==> src/rtl/imuldiv_int_mul_iter_param.sv <==
// imuldiv_int_mul_iter_param: iterative W x W -> 2W multiplier retiring K multiplier bits per cycle.
// Define IMULDIV_MUL_EARLY_TERM_EN to finish as soon as the remaining multiplier bits are all zero.
module imuldiv_int_mul_iter_param #(
  parameter int W = 32,
  parameter int K = 1
) (
  input  logic           clk,
  input  logic           reset,
  input  logic [W-1:0]   mulreq_msg_a,
  input  logic [W-1:0]   mulreq_msg_b,
  input  logic           mulreq_msg_signed,
  input  logic           mulreq_val,
  output logic           mulreq_rdy,
  output logic [2*W-1:0] mulresp_msg_result,
  output logic           mulresp_val,
  input  logic           mulresp_rdy
);
  localparam int N  = W / K;
  localparam int CW = $clog2(N + 1);
  localparam logic [1:0] IDLE = 2'd0;
  localparam logic [1:0] CALC = 2'd1;
  localparam logic [1:0] DONE = 2'd2;

  if (!(K == 1 || K == 2 || K == 4 || K == 8) || (W % K) != 0) begin : g_bad_cfg
    $error("imuldiv_int_mul_iter_param: K must be 1,2,4,8 and divide W");
  end

  logic [1:0]    state_q, state_d;
  logic [2*W-1:0] a_q, a_d, acc_q, acc_d, result_q, result_d;
  logic [W-1:0]  b_q, b_d;
  logic          neg_q, neg_d;
  logic [CW-1:0] cnt_q, cnt_d;

  logic [W-1:0]   a_mag, b_mag, b_shift;
  logic [2*W-1:0] pp, sum;
  logic           last;

  // The most negative value negates to itself, which read unsigned is its exact magnitude.
  assign a_mag   = (mulreq_msg_signed && mulreq_msg_a[W-1]) ? -mulreq_msg_a : mulreq_msg_a;
  assign b_mag   = (mulreq_msg_signed && mulreq_msg_b[W-1]) ? -mulreq_msg_b : mulreq_msg_b;
  assign pp      = a_q * {{(2*W-K){1'b0}}, b_q[K-1:0]};
  assign sum     = acc_q + pp;
  assign b_shift = b_q >> K;
`ifdef IMULDIV_MUL_EARLY_TERM_EN
  assign last    = (cnt_q == CW'(N - 1)) || (b_shift == '0);
`else
  assign last    = cnt_q == CW'(N - 1);
`endif

  assign mulreq_rdy         = state_q == IDLE;
  assign mulresp_val        = state_q == DONE;
  assign mulresp_msg_result = result_q;

  always_comb begin
    state_d  = state_q;
    a_d      = a_q;
    b_d      = b_q;
    acc_d    = acc_q;
    neg_d    = neg_q;
    cnt_d    = cnt_q;
    result_d = result_q;
    if (state_q == IDLE && mulreq_val) begin
      a_d     = {{W{1'b0}}, a_mag};
      b_d     = b_mag;
      neg_d   = mulreq_msg_signed && (mulreq_msg_a[W-1] ^ mulreq_msg_b[W-1]);
      acc_d   = '0;
      cnt_d   = '0;
      state_d = CALC;
    end else if (state_q == CALC) begin
      acc_d = sum;
      a_d   = a_q << K;
      b_d   = b_shift;
      cnt_d = cnt_q + CW'(1);
      if (last) begin
        result_d = neg_q ? -sum : sum;
        state_d  = DONE;
      end
    end else if (state_q == DONE && mulresp_rdy) begin
      state_d = IDLE;
    end
  end

  always_ff @(posedge clk or posedge reset) begin
    if (reset) begin
      state_q  <= IDLE;
      a_q      <= '0;
      b_q      <= '0;
      acc_q    <= '0;
      neg_q    <= 1'b0;
      cnt_q    <= '0;
      result_q <= '0;
    end else begin
      state_q  <= state_d;
      a_q      <= a_d;
      b_q      <= b_d;
      acc_q    <= acc_d;
      neg_q    <= neg_d;
      cnt_q    <= cnt_d;
      result_q <= result_d;
    end
  end
endmodule

==> config.mk <==
export PLATFORM = sky130hd
export DESIGN_NAME = imuldiv_int_mul_iter_param
export DESIGN_NICKNAME = d
export VERILOG_FILES = /design/src/rtl/imuldiv_int_mul_iter_param.sv
export SDC_FILE = /design/constraint.sdc
export NUM_CORES = 1
export LEC_CHECK = 0
export BUFFER_PORTS_ARGS = -buffer_cell sky130_fd_sc_hd__buf_2
export CORE_MARGIN = 4
export CORE_UTILIZATION = 50
export CTS_CLUSTER_DIAMETER = 40
export DETAILED_ROUTE_END_ITERATION = 8
export PLACE_DENSITY = 0.75
export SLEW_MARGIN = 40
export SYNTH_ARGS = -nofsm -noshare
export SYNTH_HDL_FRONTEND = slang
export SYNTH_SLANG_ARGS = --single-unit
==> constraint.sdc <==
create_clock -name clk -period 19.6 [get_ports clk]
set_clock_uncertainty 0.2 [all_clocks]
set_input_delay 1.96 -clock clk [delete_from_list [all_inputs] [get_ports clk]]
set_output_delay 1.96 -clock clk [all_outputs]
set_load 0.03 [all_outputs]
# Word-level counts from Yosys, hierarchy flattened
# Cells that the tools add are included.
dict set report word_totals {
  regBits 233
  inputBits 69
  out_inout_bits 66
  elab_cells 44
}
dict set report op_classes {
  addsub 5
  multipliers 1
  eq_ne 4
  muxes 15
  bitwise 2
  n_reduce_logical 10
}
# operator n
set op_table {}
lappend op_table {{$mux W64} 5}
lappend op_table {{$mux W32} 4}
lappend op_table {{$add A64 B64 Y64} 1}
lappend op_table {{$mul A64 B1 Y64} 1}
lappend op_table {{$neg A32 Y32} 2}
lappend op_table {{$neg A64 Y64} 1}
lappend op_table {{$mux W6} 2}
lappend op_table {{$mux W2} 4}
lappend op_table {{$add A6 B1 Y6 const B} 1}
lappend op_table {{$eq A6 B5 Y1 const B} 1}
lappend op_table {{$logic_and A1 B1 Y1} 5}
lappend op_table {{$ne A3 B3 Y1 const B} 1}
lappend op_table {{$reduce_and A3 Y1} 1}
lappend op_table {{$reduce_bool A3 Y1} 1}
lappend op_table {{$eq A2 B1 Y1 const B} 1}
lappend op_table {{$eq A2 B2 Y1 const B} 1}
lappend op_table {{$logic_not A2 Y1} 1}
lappend op_table {{$reduce_and A2 Y1} 1}
lappend op_table {{$reduce_bool A2 Y1} 1}
lappend op_table {{$not A1 Y1} 1}
lappend op_table {{$xor A1 B1 Y1} 1}

# Depth between registers and ports, before layout
# Gate-level depths: netlist of the first run.
dict set report logic_depth {
  word_depth 5
  depth_mapped 19
  mapped_depth_nobuf 16
}

# Least setup slack after synthesis of the first run
# Ideal clock, no wire load.
dict set report synth_path {
  kind {reg2reg}
  from {register b_q[0]}
  to {register result_q[49], in the netlist mulresp_msg_result[49]}
  setup_ns 0.129
  t_arrival_ns 4.631
  required_ns 19.271
  setup_slack_ns 14.640
  stages_incl_launch_ff 20
  path_buffers 3
  period_less_slack_ns 4.960
  cell_sequence {dfrtp_1 > clkbuf_1 > clkbuf_1 > and2_1 > ha_1 > inv_1 > fa_1 > nor2b_4 > o311a_4 > o2111ai_1 > a21boi_0 > o21ai_1 > or3_1 > clkbuf_1 > or4_4 > or4_4 > nand2b_4 > o41ai_4 > xnor2_1 > o21ai_1}
}
dict set report synth_via {
  elab_chain_len 4
}
# element line
set synth_lines {}
lappend synth_lines {{start: declaration} 30} ;# logic [W-1:0] b_q, b_d;
lappend synth_lines {{start signal: assignment} 87} ;# b_q <= '0;
lappend synth_lines {{start signal: assignment} 95} ;# b_q <= b_d;
lappend synth_lines {{$mul A64 B1 Y64 (*)} 41} ;# assign pp = a_q * {{(2*W-K){1'b0}}, b_q[K-1:0]};
lappend synth_lines {{$add A64 B64 Y64 (*)} 42} ;# assign sum = acc_q + pp;
lappend synth_lines {{$neg A64 Y64} 75} ;# result_d = neg_q ? -sum : sum;
lappend synth_lines {{$mux W64 (*)} 75}
lappend synth_lines {{end signal: assignment} 99} ;# result_q <= result_d;
lappend synth_lines {{end: declaration} 29} ;# logic [2*W-1:0] a_q, a_d, acc_q, acc_d, result_q, result_d;
# Every way passes the cells marked *; elsewhere a longest branch is shown, timed or not.
# A chain may end at the register's enable or synchronous reset.

# Worst setup path after layout of the first run
dict set report layout_path {
  from {register b_q[0]}
  to {register result_q[60], in the netlist mulresp_msg_result[60]}
}
# Same word-level chain as after synthesis.

==> reports/metrics.yaml, run 1 <==
status: "complete, no violations"
cts_made_buffers: 41
cellLeakagePower_nw: 8.759
yosysTopAreaCell: "dfrtp_1"
pwr-share-comb_pct: 3.4
grt_pass1_vias: 14930
cts_setup_buffers: 0
postCtsResizedCells: 0
crit_top_cell: "o21ai_0"
grt_usage_pct: 26.81
p_total_mw: 1.242
synth_simple_gate_area_share_pct: 25.40
final_hold_viol_count: 0
start_util_pct: 50.45
critPathSlowestCell: "o21ai_0"
intPower_uw: 926.5
critPathKind: "flop to flop"
final_util_pct: 57.53
yosys-top-cells-area: "dfrtp_1 35%, nand2_1 9.7%, o21ai_0 6.8%"
reg2regPathDepth: 17
fmax_ghz: 0.1676
synthMuxAreaShare_pct: 0.5635
grt_start_max_net_pins: 121
cts_tree: "yes"
grt_pass1_wl_um: 80100
clkPwrFrac_pct: 57.8
path_cells: "buf_4 -> and2_1 -> ha_1 -> inv_1 -> fa_1 -> nor2b_4 -> o311a_4 -> o21ai_4 -> o21ai_0 -> a21oi_1 -> xnor2_1 -> or4_4 -> nor4_1 -> nand4_1 -> o41ai_1 -> xor2_1 -> o21ai_0"
drtIter0Drc: 1414
yosysWarnings: 0
antenna_found_initial: 2
synth_area_mm2: 0.01688
gp_congestion: 0.9764
syn_area_per_cell_um2: 7.857
drv_cap: 0
hpwl_um: 36840
fin_crit_sh_pct: 30.43
avgRoutedWirePerCell_um: 18.55
p_sw_uw: 315.1
synthTopCellsByCount: "436 x nand2_1, 233 x dfrtp_1, 228 x o21ai_0"
area_growth_pct: 14.03
critical_path_arrival_ps: 6180
nets: 2352
ctsHoldBuffers: 0
synth.most_common_cell: "nand2_1"
startpoint_type: "flop"
syn_nets: 2285
synth_top_family_by_area: "simple AND/OR/NAND/NOR gates"
synth_top_cell_area_share_pct: 34.55
diodes: 0
yosysUniqueCellTypes: 81
hold_depth: 2
clock_latency_ps: 570
synthXorXnorAreaFrac_pct: 8.356
grt_overflow: 0
synthFlopType: "dfrtp_1"
port_buffers: 134
post-route-drc-count: 0
cp.depth: 17
max_slew_margin_pct: 44.26
ys_seq_elements: 233
htree_levels: 2
synth_cells: 2148
cp_slowest_stage_delay_ps: 660
crit_fanout: 64
switching_share_pct: 25.38
synth_compound_area_share_pct: 22.72
drv_slew: 0
fp-row-count: 67
fp.dieW_um: 191.7
coreArea_mm2: 0.03345
vdd_drop_max_v: 0.00007934
seqPwrFrac_pct: 38.8
fp.dieH_um: 191.7
final_layout_size_suffix_gt1_share_pct: 11.40
fill_cells: 2995
via_count: 16310
setup_viol: 0
viasPerCell: 6.055
clockBufferDepth: 3
drtAntennaViolNets: 0
crit_buf_inv: 2
dieArea_mm2: 0.03676
post-route-min-period_ps: 5965
drt-pass1-iter-count: 6
ios: 135
path_clk_slew_ps: 60
endpoint_kind: "flop"
numClockSinks: 233
powerDensity_mw_per_mm2: 64.52
finalSetupTns_ps: 0
synth_fa_ha_area_share_pct: 5.086
cts_root_buf: "clkbuf_16"
ys_async_sr_fraction_pct: 100.0
rsz0062_at_grt: "no"
synth_edf_count: 0
worstHoldPathType: "flop to flop"
drt_wl_total_um: 49950
worstMarginPinSlew_ps: 830.1
yosysSeqAreaShare_pct: 34.55
cp_top_family: "compound AO/OA/AOI/OAI gates"
required_ps: 19820
-- logic make-up after synthesis --
logic type                 after synthesis
muxes                                    9
buffers and inverters                  149
and+or+nand+nor                        917
DFF                                    233
xor gates and xnor gates               161
AOI/OAI and AO/OA                      611
adders and majority gates               68
-- tightest hold or removal path, stage by stage (launching register included) --
cell and delay [ps]:
dfrtp_1 330, nand2_1 40, o21ai_0 60
-- flip-flops by register name (all words and copies together) (netlist names) --
name	cells
b_q	32
cnt_q	6
state_q	2
a_q	64
mulresp_msg_result	64
neg_q	1
acc_q	64
-- path summary, 6_finish.rpt --
check	startpoint	slack [ps]	to
setup / recovery	b_q[0]$_DFFE_PP0P_	13640	mulresp_msg_result[60]$_DFFE_PP0P_
hold / removal	mulresp_msg_result[58]$_DFFE_PP0P_	270	mulresp_msg_result[58]$_DFFE_PP0P_
setup reg to reg	b_q[0]$_DFFE_PP0P_	13640	mulresp_msg_result[60]$_DFFE_PP0P_
hold reg to reg	mulresp_msg_result[58]$_DFFE_PP0P_	270	mulresp_msg_result[58]$_DFFE_PP0P_
max in group asynchronous	reset	16730	mulresp_msg_result[20]$_DFFE_PP0P_
min in group asynchronous	reset	1330	b_q[12]$_DFFE_PP0P_
-- area by class of cell --
cell class                      instances  area, um^2  area share, %
Clock buffer                           46        1085          5.637
Clock inverter                         27       310.3          1.612
Inverter                               23       93.84         0.4876
Multi-Input combinational cell       1766       10520          54.67
Sequential cell                       233        5834          30.32
Tap cell                              448       560.5          2.913
Timing Repair Buffer                  150       839.6          4.363
-- cell usage in the layout (no fill, tap or decap), types with 41 or more instances in the layout --
cell,n
buf_2,134
xor2_1,74
nor2_1,133
dfrtp_1,232
ha_1,67
a31oi_1,65
nand2_1,435
and2_1,81
o21ai_0,227
nand3_1,79
clkbuf_16,41
a21oi_1,104
xnor2_1,87
-- power groups by stage --
stage	Clock (mW)	Sequential, mW	Combinational (mW)
6_report	0.718	0.481	0.0426
3_5_place_dp	0	0.490	0.0426
5_1_grt	0.751	0.481	0.0485
4_1_cts	0.730	0.481	0.0427
3_3_place_gp	0	0.490	0.0415
2_1_floorplan	0	0.490	0.0245
-- metrics by stage --
| stage | cell area, um^2 | worst slack (ps) | hold WS (ps) | cells |
|---|---|---|---|---|
| 2_1_floorplan | 16880 | 11050 | 246.2 | 2148 |
| 3_3_place_gp | 17760 | 13840 | 248.0 | 2617 |
| 3_5_place_dp | 17820 | 13720 | 255.2 | 2619 |
| 4_1_cts | 19220 | 13710 | 268.5 | 2692 |
| 5_1_grt | 19240 | 13230 | 292.8 | 2693 |
| 6_report | 19240 | 13640 | 269.1 | 2693 |
-- per-layer routing --
metal | global-route usage, % | vias up | routed length (um)
met4 | 7.376 | 4 | 1043
met5 | 0 | - | 27
met1 | 41.26 | 7737 | 23890
met3 | 6.052 | 88 | 4703
li1 | - | 7839 | -
met2 | 37.62 | 638 | 20280
No activity file was read; power rests on OpenSTA's default activity.
==> inputs of run 2 (changes only) <==
==> constraint.sdc (replaced) <==
create_clock -name clk -period 5.7 [get_ports clk]
set_clock_uncertainty 0.2 [all_clocks]
set_input_delay 0.57 -clock clk [delete_from_list [all_inputs] [get_ports clk]]
set_output_delay 0.57 -clock clk [all_outputs]
set_load 0.03 [all_outputs]
==> reports/metrics.yaml, run 2 (synthesis results as in run 1) <==
cts_made_buffers: 36  # was 41
clock_latency_ps: 540  # was 570 ps
grt_pass1_wl_um: 80610  # was 80100 um
cts_tree: "yes"  # unchanged
cellLeakagePower_nw: 8.937  # was 8.759 nW
htree_levels: 2  # unchanged
post-route-drc-count: 0  # unchanged
powerDensity_mw_per_mm2: 209.0  # was 64.52 mW/mm^2
drv_slew: 0  # unchanged
max_slew_margin_pct: 46.84  # was 44.26%
fp.dieH_um: 191.7  # unchanged
viasPerCell: 5.911  # was 6.055
mostFrequentLayoutCells: "435 x nand2_1, 231 x dfrtp_1, 227 x o21ai_0, 134 x buf_2, 133 x nor2_1"  # was 435 x nand2_1, 232 x dfrtp_1, 227 x o21ai_0, 134 x buf_2, 133 x nor2_1
post-route-min-period_ps: 5300  # was 5965 ps
final_util_pct: 58.40  # was 57.53%
grt_usage_pct: 26.98  # was 26.81%
required_ps: 5880  # was 19820 ps
coreArea_mm2: 0.03345  # unchanged
drt-pass1-iter-count: 5  # was 6
final_common_cell: "nand2_1"  # unchanged
setup_viol: 0  # unchanged
postPlaceCellArea_mm2: 0.01819  # was 0.01782 mm^2
crit_fanout: 26  # was 64
drt_wl_total_um: 50650  # was 49950 um
startpoint_type: "flop"  # unchanged
final_area_mm2: 0.01954  # was 0.01924 mm^2
critical_path_arrival_ps: 5480  # was 6180 ps
dp.cells: 2668  # was 2619
endpoint_kind: "flop"  # unchanged
final_hold_viol_count: 0  # unchanged
dieArea_mm2: 0.03676  # unchanged
cts_setup_buffers: 0  # unchanged
ios: 135  # unchanged
numClockSinks: 233  # unchanged
path_cells: "and2_1 -> ha_1 -> nand4_1 -> a21oi_1 -> nor2_1 -> o21ai_0 -> xor2_1 -> a2111o_1 -> or4_1 -> nor4_1 -> nand4_1 -> buf_4 -> o41ai_1 -> xor2_1 -> o21ai_0"  # was buf_4 -> and2_1 -> ha_1 -> inv_1 -> fa_1 -> nor2b_4 -> o311a_4 -> o21ai_4 -> o21ai_0 -> a21oi_1 -> xnor2_1 -> or4_4 -> nor4_1 -> nand4_1 -> o41ai_1 -> xor2_1 -> o21ai_0
diodes: 0  # unchanged
via_count: 16160  # was 16310
start_util_pct: 50.45  # unchanged
fp.dieW_um: 191.7  # unchanged
status: "complete, no violations"  # unchanged
fp-row-count: 67  # unchanged
clockBufferDepth: 3  # unchanged
path_clk_slew_ps: 60  # about the same
final_layout_size_suffix_gt1_share_pct: 13.17  # was 11.40%
critPathSlowestCell: "or4_1"  # was o21ai_0
drv_cap: 0  # unchanged
final_cells: 2734  # was 2693
hpwl_um: 38290  # was 36840 um
drtAntennaViolNets: 0  # unchanged
worstMarginPinSlew_ps: 791.7  # was 830.1 ps
fin_crit_sh_pct: 92.99  # was 30.43%
grt_overflow: 0  # unchanged
finalSetupTns_ps: 0  # unchanged
antenna_found_initial: 5  # was 2
area_growth_pct: 15.75  # was 14.03%
gp_congestion: 0.9954  # was 0.9764
cp_slowest_stage_delay_ps: 610  # was 660 ps
critPathKind: "flop to flop"  # unchanged
rsz0062_at_grt: "no"  # unchanged
fmax_ghz: 0.1887  # was 0.1676 GHz
vdd_drop_max_v: 0.0001669  # was 0.00007934 V
nets: 2398  # was 2352
grt_start_max_net_pins: 141  # was 121
fill_cells: 3066  # was 2995
drtIter0Drc: 1356  # was 1414
worstHoldPathType: "input port to flop"  # was flop to flop
grt_pass1_vias: 15050  # was 14930
port_buffers: 134  # unchanged
cts_root_buf: "clkbuf_16"  # unchanged
avgRoutedWirePerCell_um: 18.52  # was 18.55 um
## run 2: per-stage QoR
| stage | worst slack, ps | power, mW | hold WS (ps) |
|---|---|---|---|
| 2_1_floorplan | 739.8 | 1.770 | 246.2 |
| 3_3_place_gp | 199.0 | 1.828 | 246.0 |
| 3_5_place_dp | 141.4 | 1.831 | 264.7 |
| 4_1_cts | 130.2 | 4.123 | 98.35 |
| 5_1_grt | 34.47 | 4.207 | 124.6 |
| 6_report | 399.7 | 4.084 | 122.4 |
## run 2: final timing paths
check,start,end,slack [ps],cells past startpoint
min reg2reg,mulresp_msg_result[29]$_DFFE_PP0P_,mulresp_msg_result[29]$_DFFE_PP0P_,270,2
min,mulresp_rdy,state_q[1]$_DFFE_PP0P_,120,4
max,b_q[0]$_DFFE_PP0P_,mulresp_msg_result[60]$_DFFE_PP0P_,400,15
max reg2reg,b_q[0]$_DFFE_PP0P_,mulresp_msg_result[60]$_DFFE_PP0P_,400,15
max in group asynchronous,reset,neg_q$_DFFE_PP0P_,3650,5
min in group asynchronous,reset,mulresp_msg_result[5]$_DFFE_PP0P_,440,3
## run 2: timing repair
action                                  CTS  global route
resized for setup                         0             5
endpoints found under the setup margin    0            20
hold endpoints to repair                 21             0
hold buffers                              1             0
## run 2: power by group
part / switching (mW) / internal [mW]
sequential: 0 / 1.66
clock: 0.878 / 1.40
combinational: 0.0925 / 0.0561
total: 0.970 / 3.11
## run 2: cell type report
cell class	count	area (um^2)	share of cell area, %
Clock buffer	38	928.4	4.752
Clock inverter	25	326.6	1.672
Inverter	23	90.09	0.4612
Multi-Input combinational cell	1766	10540	53.94
Sequential cell	233	5836	29.87
Tap cell	448	560.5	2.869
Timing Repair Buffer	201	1256	6.431
## run 2: worst max-delay path: cells and delay by family, from the launching register on
| family | cells | cell delay, ps |
|---|---|---|
| AND/OR/NAND/NOR | 6 | 1700 |
| AO/OA/AOI/OAI | 5 | 1660 |
| buffers and inverters | 1 | 200 |
| flip-flops | 1 | 530 |
| XOR/XNOR | 2 | 450 |
| adder cells (fa/ha/maj) | 1 | 420 |
## run 2: metal layers
layer	part of all wire, %	track usage, %
met5	0.11	0
met3	9.0	6.779
met4	1.5	5.138
met1	49	41.81
met2	41	38.15
==> inputs of run 3 (changes only) <==
--- a/config.mk
+++ b/config.mk
@@ -5,6 +5,7 @@
 export SDC_FILE = /design/constraint.sdc
 export NUM_CORES = 1
 export LEC_CHECK = 0
+export ABC_AREA = 1
 export BUFFER_PORTS_ARGS = -buffer_cell sky130_fd_sc_hd__buf_2
 export CORE_MARGIN = 4
 export CORE_UTILIZATION = 50
==> reports/metrics.yaml, run 3 <==
status: "complete, no violations"  # unchanged
ys_async_sr_fraction_pct: 100.0  # unchanged
yosysUniqueCellTypes: 53  # was 81
worstMarginPinSlew_ps: 783.6  # was 791.7 ps
max_slew_margin_pct: 47.76  # was 46.84%
use_met2_pct: 42.44  # was 38.15%
grt_pass1_vias: 18330  # was 15050
synthTopCellsByCount: "1131 x nand2_1, 544 x inv_1, 278 x o21ai_0"  # was 436 x nand2_1, 233 x dfrtp_1, 228 x o21ai_0
endpoint_kind: "flop"  # unchanged
intPower_mw: 3.168  # was 3.114 mW
htree_levels: 2  # unchanged
start_util_pct: 50.79  # was 50.45%
fp.dieW_um: 206.4  # was 191.7 um
clkPwrFrac_pct: 57.2  # was 55.8%
p_total_mw: 4.225  # was 4.084 mW
rsz0062_at_grt: "no"  # unchanged
cts_root_buf: "clkbuf_16"  # unchanged
fin_ws_ps: 1430  # was 399.7 ps
antenna_found_initial: 2  # was 5
place_ws_ps: 1566  # was 141.4 ps
setup_viol: 0  # unchanged
synth_cells: 3208  # was 2148
drt_wl_total_um: 60690  # was 50650 um
fill_cells: 3954  # was 3066
mostFrequentLayoutCells: "1130 x nand2_1, 542 x inv_1, 278 x o21ai_0, 234 x nor2_1, 231 x dfrtp_1"  # was 435 x nand2_1, 231 x dfrtp_1, 227 x o21ai_0, 134 x buf_2, 133 x nor2_1
cts_made_buffers: 41  # was 36
diodes: 0  # unchanged
coreArea_mm2: 0.03874  # was 0.03345 mm^2
yosysTopAreaCell: "dfrtp_1"  # unchanged
hold_depth: 4  # unchanged
drtAntennaViolNets: 0  # unchanged
grt_usage_pct: 28.65  # was 26.98%
grt_pass1_wl_um: 97210  # was 80610 um
final_cells: 3874  # was 2734
cts_tree: "yes"  # unchanged
required_ps: 5940  # was 5880 ps
grt_start_max_net_pins: 153  # was 141
via_count: 20170  # was 16160
crit_top_cell: "nand2_1"
synth_area_mm2: 0.01968  # was 0.01688 mm^2
seqPwrFrac_pct: 39.2  # was 40.5%
numClockSinks: 233  # unchanged
drv_slew: 0  # unchanged
cellLeakagePower_nw: 12.13  # was 8.937 nW
yosys-top-cells-area: "dfrtp_1 30%, nand2_1 22%, inv_1 10%"  # was dfrtp_1 35%, nand2_1 9.7%, o21ai_0 6.8%
grt_overflow: 0  # unchanged
syn_area_per_cell_um2: 6.134  # was 7.857 um^2
cp_slowest_stage_delay_ps: 690  # was 610 ps
dieArea_mm2: 0.04259  # was 0.03676 mm^2
critPathKind: "flop to flop"  # unchanged
reg2regPathDepth: 22  # was 15
pwr-share-comb_pct: 3.6  # about the same
port_buffers: 134  # unchanged
use_met1_pct: 42.55  # was 41.81%
p_sw_mw: 1.057  # was 970.2 uW
crit_fanout: 33  # was 26
clock_latency_ps: 560  # was 540 ps
post-route-min-period_ps: 4270  # was 5300 ps
fmax_ghz: 0.2342  # was 0.1887 GHz
clockBufferDepth: 3  # unchanged
syn_nets: 3345  # was 2285
final_common_cell: "nand2_1"  # unchanged
dp.cells: 3797  # was 2668
final_layout_size_suffix_gt1_share_pct: 10.64  # was 13.17%
vdd_drop_max_v: 0.0001482  # was 0.0001669 V
ys_seq_elements: 233  # unchanged
critical_path_arrival_ps: 4510  # was 5480 ps
yosysSeqAreaShare_pct: 29.63  # was 34.55%
switching_share_pct: 25.02  # was 23.76%
path_clk_slew_ps: 60  # about the same
critPathSlowestCell: "dfrtp_2"  # was or4_1
final_hold_viol_count: 0  # unchanged
avgRoutedWirePerCell_um: 15.66  # was 18.52 um
powerDensity_mw_per_mm2: 190.4  # was 209.0 mW/mm^2
gp_congestion: 1.033  # was 0.9954
busiest_layer: "met1"  # unchanged
synth_edf_count: 0  # unchanged
rrSetupSlack_ps: 1430  # was 400 ps
fp.dieH_um: 206.4  # was 191.7 um
grt.met3_usage_pct: 5.147  # was 6.779%
post-route-drc-count: 0  # unchanged
path_cells: "nand2_1 -> inv_1 -> ha_1 -> inv_1 -> fa_1 -> ha_1 -> a21boi_0 -> nand3_1 -> nor2_1 -> nand2_1 -> nor2_4 -> nand3_2 -> nor2_4 -> nand2_1 -> nor2_2 -> nand2_1 -> nor2_2 -> nand3_1 -> nand2_1 -> nand3_1 -> nand3_1 -> nand2_1"  # was and2_1 -> ha_1 -> nand4_1 -> a21oi_1 -> nor2_1 -> o21ai_0 -> xor2_1 -> a2111o_1 -> or4_1 -> nor4_1 -> nand4_1 -> buf_4 -> o41ai_1 -> xor2_1 -> o21ai_0
final_util_pct: 57.27  # was 58.40%
drtIter0Drc: 1882  # was 1356
viasPerCell: 5.207  # was 5.911
worstHoldPathType: "input port to flop"  # unchanged
synth.most_common_cell: "nand2_1"  # unchanged
fp-row-count: 72  # was 67
drv_cap: 0  # unchanged
startpoint_type: "flop"  # unchanged
synth_top_cell_area_share_pct: 29.63  # was 34.55%
ios: 135  # unchanged
drt-pass1-iter-count: 6  # was 5
finalSetupTns_ps: 0  # unchanged
synthFlopType: "dfrtp_1"  # unchanged
nets: 3461  # was 2398
fin_crit_sh_pct: 74.91  # was 92.99%
hpwl_um: 47250  # was 38290 um
yosysWarnings: 0  # unchanged
area_growth_pct: 12.76  # was 15.75%
-- run 3: changes by cell type after synthesis, sizes merged, moves of 68 or more --
cell / before / now
inv: 23 / 551
nor2: 133 / 274
and2: 81 / 5
xnor2: 87 / 19
nand2: 436 / 1175
nand3: 79 / 198
-- run 3: metal layers --
metal / up-vias / part of all wire [%] / routed length [um]
met1: 9056 / 47 / 28540
met4: 4 / 3.0 / 1817
met5: - / 0.044 / 27
met3: 127 / 8.6 / 5200
met2: 702 / 41 / 25100
li1: 10280 / - / -
-- run 3: power groups by stage --
stage / clock network [mW] / logic [mW] / registers [mW]
final: 2.42 / 0.151 / 1.66
after global routing: 2.54 / 0.173 / 1.65
after CTS: 2.45 / 0.151 / 1.66
after detailed placement: 0 / 0.150 / 1.68
after global placement: 0 / 0.149 / 1.68
after floorplan: 0 / 0.0866 / 1.69
-- run 3: cells by family (layout without fill, tap and decap cells) --
family	count (synthesis)	after routing	synth area share, %
simple gates	1728	1728	37.31
buf+inv	640	788	12.49
compound gates	454	454	12.36
flops	233	233	29.63
xor+xnor	81	81	3.644
fa+ha+maj	68	68	4.362
mux	4	4	0.2098
-- run 3: worst paths after layout --
path,startpoint,to
max,b_q[0]$_DFFE_PP0P_,mulresp_msg_result[62]$_DFFE_PP0P_
max in group asynchronous,reset,a_q[45]$_DFFE_PP0P_
min in group asynchronous,reset,mulresp_msg_result[20]$_DFFE_PP0P_
min reg2reg,b_q[2]$_DFFE_PP0P_,b_q[2]$_DFFE_PP0P_
max reg2reg,b_q[0]$_DFFE_PP0P_,mulresp_msg_result[62]$_DFFE_PP0P_
min,mulresp_rdy,state_q[1]$_DFFE_PP0P_
-- run 3: repair_timing --
item | CTS | global route
hold buffers | 1 | 0
setup buffers | 0 | 0
gates resized for setup | 0 | 0
hold endpoints to repair | 24 | 0
-- run 3: cell type report --
type	count	area [um^2]	share of cell area [%]
Clock buffer	47	1089	4.906
Clock inverter	28	261.5	1.179
Inverter	561	2112	9.520
Multi-Input combinational cell	2335	11400	51.38
Sequential cell	233	5833	26.29
Tap cell	518	648.1	2.921
Timing Repair Buffer	152	844.6	3.807
-- run 3: stage by stage --
step	cell area (um^2)	hold slack [ps]
finish	22190	56.07
global route	22190	80.75
CTS	22160	36.68
detailed placement	20800	260.5
global placement	20790	255.6
floorplan	19680	243.9
-- run 3: worst max-delay path: cells and delay by family, from the launching register on --
| family | cells | cell delay [ps] |
|---|---|---|
| simple gates | 16 | 1900 |
| fa+ha+maj | 3 | 900 |
| flops | 1 | 690 |
| compound gates | 1 | 270 |
| buf+inv | 2 | 140 |
